[src/rtl/ifetch_seq.sv]
// ifetch_seq: sequential instruction-fetch stage.
// Holds the PC, fetches one word per instruction over a req/ack handshake,
// holds the fetched instruction for decode until the datapath commits it, and
// then computes the next PC from the decoder's branch/jump controls.
module ifetch_seq #(
  parameter logic [31:0] PC_RESET = 32'h0000_0000,
  parameter int          IMEM_AW  = 14,
  parameter int          MAX_WAIT = 15
) (
  input  logic               clock,
  input  logic               rst_n,
  output logic               imem_req,
  output logic [IMEM_AW-1:0] imem_addr,
  input  logic               imem_ack,
  input  logic [31:0]        imem_rdata,
  input  logic               advance,
  input  logic               Branch,
  input  logic               nBranch,
  input  logic               Jmp,
  input  logic               Jal,
  input  logic               Jr,
  input  logic               Zero,
  input  logic [31:0]        Addr_result,
  input  logic [31:0]        Read_data_1,
  output logic [31:0]        Instruction,
  output logic [5:0]         Opcode,
  output logic [5:0]         Function_opcode,
  output logic               inst_valid,
  output logic [31:0]        PC,
  output logic [31:0]        link_addr,
  output logic               fetch_err
);

  // Wait counter must be able to hold MAX_WAIT-1.
  localparam int CW = (MAX_WAIT < 2) ? 1 : $clog2(MAX_WAIT + 1);

  typedef enum logic [1:0] {
    IDLE  = 2'd0,
    REQ   = 2'd1,
    HOLD  = 2'd2,
    RETRY = 2'd3
  } state_t;

  state_t          state_r;
  state_t          state_nxt_s;
  logic [CW-1:0]   wait_cnt_r;
  logic [31:0]     pc_r;
  logic [31:0]     instr_r;
  logic [31:0]     link_r;
  logic            valid_r;
  logic            req_r;
  logic            err_r;

  logic            ack_take_s;
  logic            timeout_s;
  logic            commit_s;
  logic            take_branch_s;
  logic [31:0]     pc4_s;
  logic [31:0]     next_pc_s;

  // Outputs are taken straight from registers.
  assign imem_req        = req_r;
  assign imem_addr       = pc_r[IMEM_AW+1:2];
  assign Instruction     = instr_r;
  assign Opcode          = instr_r[31:26];
  assign Function_opcode = instr_r[5:0];
  assign inst_valid      = valid_r;
  assign PC              = pc_r;
  assign link_addr       = link_r;
  assign fetch_err       = err_r;

  // State register.
  always_ff @(posedge clock or negedge rst_n) begin
    if (!rst_n) begin
      state_r <= IDLE;
    end else begin
      state_r <= state_nxt_s;
    end
  end

  // Next-state logic and the per-edge event strobes (capture, timeout, commit).
  always_comb begin
    state_nxt_s = state_r;
    ack_take_s  = 1'b0;
    timeout_s   = 1'b0;
    commit_s    = 1'b0;
    case (state_r)
      IDLE: begin
        state_nxt_s = REQ;
      end
      REQ: begin
        if (imem_ack) begin
          ack_take_s  = 1'b1;
          state_nxt_s = HOLD;
        end else if (wait_cnt_r == CW'(MAX_WAIT - 1)) begin
          timeout_s   = 1'b1;
          state_nxt_s = RETRY;
        end else begin
          state_nxt_s = REQ;
        end
      end
      HOLD: begin
        if (advance) begin
          commit_s    = 1'b1;
          state_nxt_s = REQ;
        end else begin
          state_nxt_s = HOLD;
        end
      end
      RETRY: begin
        state_nxt_s = REQ;
      end
      default: begin
        state_nxt_s = IDLE;
      end
    endcase
  end

  // Next-PC selection: Jr, then j/jal, then taken beq/bne, then sequential.
  always_comb begin
    pc4_s         = pc_r + 32'd4;
    take_branch_s = (Branch && Zero) || (nBranch && !Zero);
    next_pc_s     = pc4_s;
    if (Jr) begin
      next_pc_s = Read_data_1 & 32'hFFFF_FFFC;
    end else if (Jmp || Jal) begin
      next_pc_s = {pc4_s[31:28], instr_r[25:0], 2'b00};
    end else if (take_branch_s) begin
      next_pc_s = Addr_result & 32'hFFFF_FFFC;
    end else begin
      next_pc_s = pc4_s;
    end
  end

  // Datapath registers: request, wait counter, instruction, PC, link and error pulse.
  always_ff @(posedge clock or negedge rst_n) begin
    if (!rst_n) begin
      req_r      <= 1'b0;
      wait_cnt_r <= {CW{1'b0}};
      instr_r    <= 32'h0000_0000;
      valid_r    <= 1'b0;
      pc_r       <= PC_RESET;
      link_r     <= 32'h0000_0000;
      err_r      <= 1'b0;
    end else begin
      // Request is high exactly while the FSM sits in REQ.
      req_r <= (state_nxt_s == REQ);
      err_r <= timeout_s;

      if (ack_take_s || timeout_s) begin
        wait_cnt_r <= {CW{1'b0}};
      end else if (state_r == REQ) begin
        wait_cnt_r <= wait_cnt_r + CW'(1);
      end else begin
        wait_cnt_r <= {CW{1'b0}};
      end

      if (ack_take_s) begin
        instr_r <= imem_rdata;
        valid_r <= 1'b1;
      end else if (commit_s) begin
        valid_r <= 1'b0;
      end else begin
        valid_r <= valid_r;
      end

      if (commit_s) begin
        pc_r <= next_pc_s;
        if (Jal) begin
          link_r <= pc4_s;
        end else begin
          link_r <= link_r;
        end
      end else begin
        pc_r <= pc_r;
      end
    end
  end

endmodule

[config.mk]
export PLATFORM = sky130hd
export DESIGN_NAME = ifetch_seq
export DESIGN_NICKNAME = d
export VERILOG_FILES = /design/src/rtl/ifetch_seq.sv
export SDC_FILE = /design/constraint.sdc
export NUM_CORES = 1
export LEC_CHECK = 0
export ABC_CLOCK_PERIOD_IN_PS = 3100
export BUFFER_PORTS_ARGS = -buffer_cell sky130_fd_sc_hd__buf_2
export CORE_ASPECT_RATIO = 1.4
export CORE_MARGIN = 2
export CORE_UTILIZATION = 52
export DETAILED_ROUTE_END_ITERATION = 10
export GPL_TIMING_DRIVEN = 0
export PLACE_DENSITY = 0.86
export SETUP_SLACK_MARGIN = 0.05
export SYNTH_ARGS = -nofsm -noshare
export SYNTH_HDL_FRONTEND = slang
export SYNTH_SLANG_ARGS = --single-unit
[constraint.sdc]
create_clock -name clock -period 3.1 [get_ports clock]
set_input_delay 0.155 -clock clock [delete_from_list [all_inputs] [get_ports clock]]
set_output_delay 0.155 -clock clock [all_outputs]
set_load 0.02 [all_outputs]
==> flow_summary.ini <==
[worst_setup_path]
path_class = flop to flop
critPathLaunchType = flop
cp.required_ns = 3.36
arrival_ns = 2.70
worst_path_largest_cell_delay_ns = 0.60
endpoint_kind = flop
path_max_fanout = 10
cp_cell_sequence = inv_1, ha_1, and2_1, clkbuf_1, nand2_1, clkbuf_1, buf_1, nand2_1, o21ai_0
slowest_stage = clkbuf_1

[sta]
finalSetupViolCount = 0
finalHoldViolCount = 0
maxSlewHeadroom_pct = 48.0
setup_ws_ns = 0.664
fin_crit_sh_pct = 78.6
tightestPinTransition_ns = 0.780
timing.fmax_ghz = 0.411
skew_ns = 0.00575
hold_ws_ns = 0.0385
setup-tns-final_ns = 0
finalMaxSlewViolations = 0
rsz0062_at_grt = no
period_needed_ns = 2.44

[clock_network]
insertion_delay_ns = 0.34
htree_num_levels = 3
cts_hold_buf = 1
cts_buffers = 9
clk_pin_slew_worst_paths_ns = 0.07
cts_root_buf = clkbuf_16
post_cts_buffers = 0
clk_path_buf_depth = 2
cts.sinks = 101
cts_tree = yes
cts_resized = 0

[routing]
vias = 5504
first_pass_iters = 9
drtIter0Drc = 472
via_per_inst = 5.82
drc_errors = 0
ant_nets = 0
wl_per_cell_um = 19.6
wirelength_um = 18500

[die]
fp.coreArea_um2 = 10400
rows = 44
die_x_um = 91.4
die_h_um = 126
io_pins = 231
die_area_um2 = 11500
initial_core_util_pct = 53.4

[synthesis]
syn_inst = 566
synth.cell_area_um2 = 5560
synthTopCellsByArea = dfrtp_1 (45%), mux2_2 (7.5%), o21ai_0 (4.5%), buf_4 (4.1%), nand2_1 (3.9%)
ys_seq_area_share_pct = 45.5
yosys-top-cells-count = dfrtp_1 (101), nand2_1 (58), o21ai_0 (50)
synth_warnings = 0
yosysMostFrequentCell = dfrtp_1
postSynthAreaPerCell_um2 = 9.82
synth-seq-cells = 101
synth_top_cell_by_area = dfrtp_1
synthArstFlopShare_pct = 100
yosys.cell_types.count = 65
synth_flop_cell = dfrtp_1
yosys.area.top_type_share_pct = 45.5
synth_edf_count = 0

[placed_design]
dp_hpwl_um = 14500
numPortBuffers = 222
gp_congestion = 0.923
dp_slack_ns = 0.686

[outcome]
outcome = finished clean

[layout]
finalNetCount = 916
diodes = 0
area_growth_pct = 29.4
post-route-util_pct = 69.1
drive_above_1_share_pct = 40.1

[global_route]
grt_max_degree = 63
antenna_found_initial = 0
grt_overflow = 0
grtUsageTotal_pct = 31.8
grt_pass1_wl_um = 28700
grt_pass1_vias = 5406

[min_path]
hold_class = input port to flop

[power_and_ir_drop]
max-vdd-ir-drop_mv = 0.671
leakagePower_nw = 3.43
power.density_nw_per_um2 = 1030

[flow_run]
cap_viol_max_count = 0
-- routing by layer --
layer,vias up,part of all wire (%),global-route usage (%)
li1,2502,-,-
met1,2640,39,40.6
met2,319,50,54.3
met3,43,7.2,5.05
met4,0,3.2,12.2
met5,-,0,0
-- registers in the layout, summed over array words and instances, names as in the netlist --
register,flops
Instruction,32
PC,30
fetch_err,1
imem_req,1
inst_valid,1
link_addr,30
state_r,2
wait_cnt_r,4
-- power by group --
group | leakage (nW) | switching (W) | internal [W]
clock | 0.147 | 0.000484 | 0.000663
combinational | 2.05 | 0.00214 | 0.00148
sequential | 1.23 | 0.000701 | 0.00192
total | 3.43 | 0.00332 | 0.00407
-- cells in the final DEF, fill, tap and decap left out, drive strengths merged, types with 6 or more instances in the layout --
master  count
and2        6
o31ai       8
mux2       37
o21ai      53
xor2       10
nor3        7
ha          6
buf       263
and3        8
nand4      10
nor2       39
inv        13
nand2      59
a221oi      7
nand3      10
xnor2      20
clkbuf     34
dfrtp     101
a21oi      23
a221o       8
a31oi       6
a211oi      6
nand2b      6
nor4        6
and4        6
-- worst paths after layout --
check / cells after the start / slack, ns / to / start
setup / recovery: 9 / 0.66 / link_addr[5] / state_r[0]
hold / removal: 2 / 0.04 / Instruction[30] / imem_rdata[30]
setup reg to reg: 9 / 0.66 / link_addr[5] / state_r[0]
hold reg to reg: 2 / 0.48 / link_addr[29] / link_addr[29]
max in group asynchronous: 3 / 2.08 / PC[16] / rst_n
min in group asynchronous: 2 / 0.32 / link_addr[5] / rst_n
-- logic make-up after synthesis --
group	share of synthesized area (%)
AND/OR/NAND/NOR	15.0
multiplexers	7.74
other	0.0675
XOR/XNOR	4.73
flip-flops	45.5
buffers and inverters	7.25
AO/OA/AOI/OAI	18.4
adder cells (fa/ha/maj)	1.35
-- critical path, delay by kind of cell (launching register included) --
| kind | cells | cell delay (ns) |
|---|---|---|
| AO/OA/AOI/OAI | 1 | 0.09 |
| AND/OR/NAND/NOR | 3 | 0.39 |
| adder cells (fa/ha/maj) | 1 | 0.21 |
| buffers and inverters | 4 | 1.26 |
| flip-flops | 1 | 0.39 |
-- layout make-up --
type	count	area [um2]
inverter	13	48.8
fill	833	3210
clock inverter	4	47.5
timing repair buffer	224	1150
buffer	63	354
clock buffer	11	253
multi-input combinational	392	2640
sequential	101	2530
tap	138	173
-- stage by stage --
| stage | cells | cell area, um2 | power (W) |
|---|---|---|---|
| CTS | 946 | 7190 | 0.00737 |
| detailed placement | 930 | 6880 | 0.00622 |
| global placement | 929 | 6850 | 0.00610 |
| floorplan | 569 | 5570 | 0.00486 |
| finish | 946 | 7190 | 0.00739 |
| global route | 946 | 7190 | 0.00775 |
Note: power is estimated with default switching activity, not from simulation.
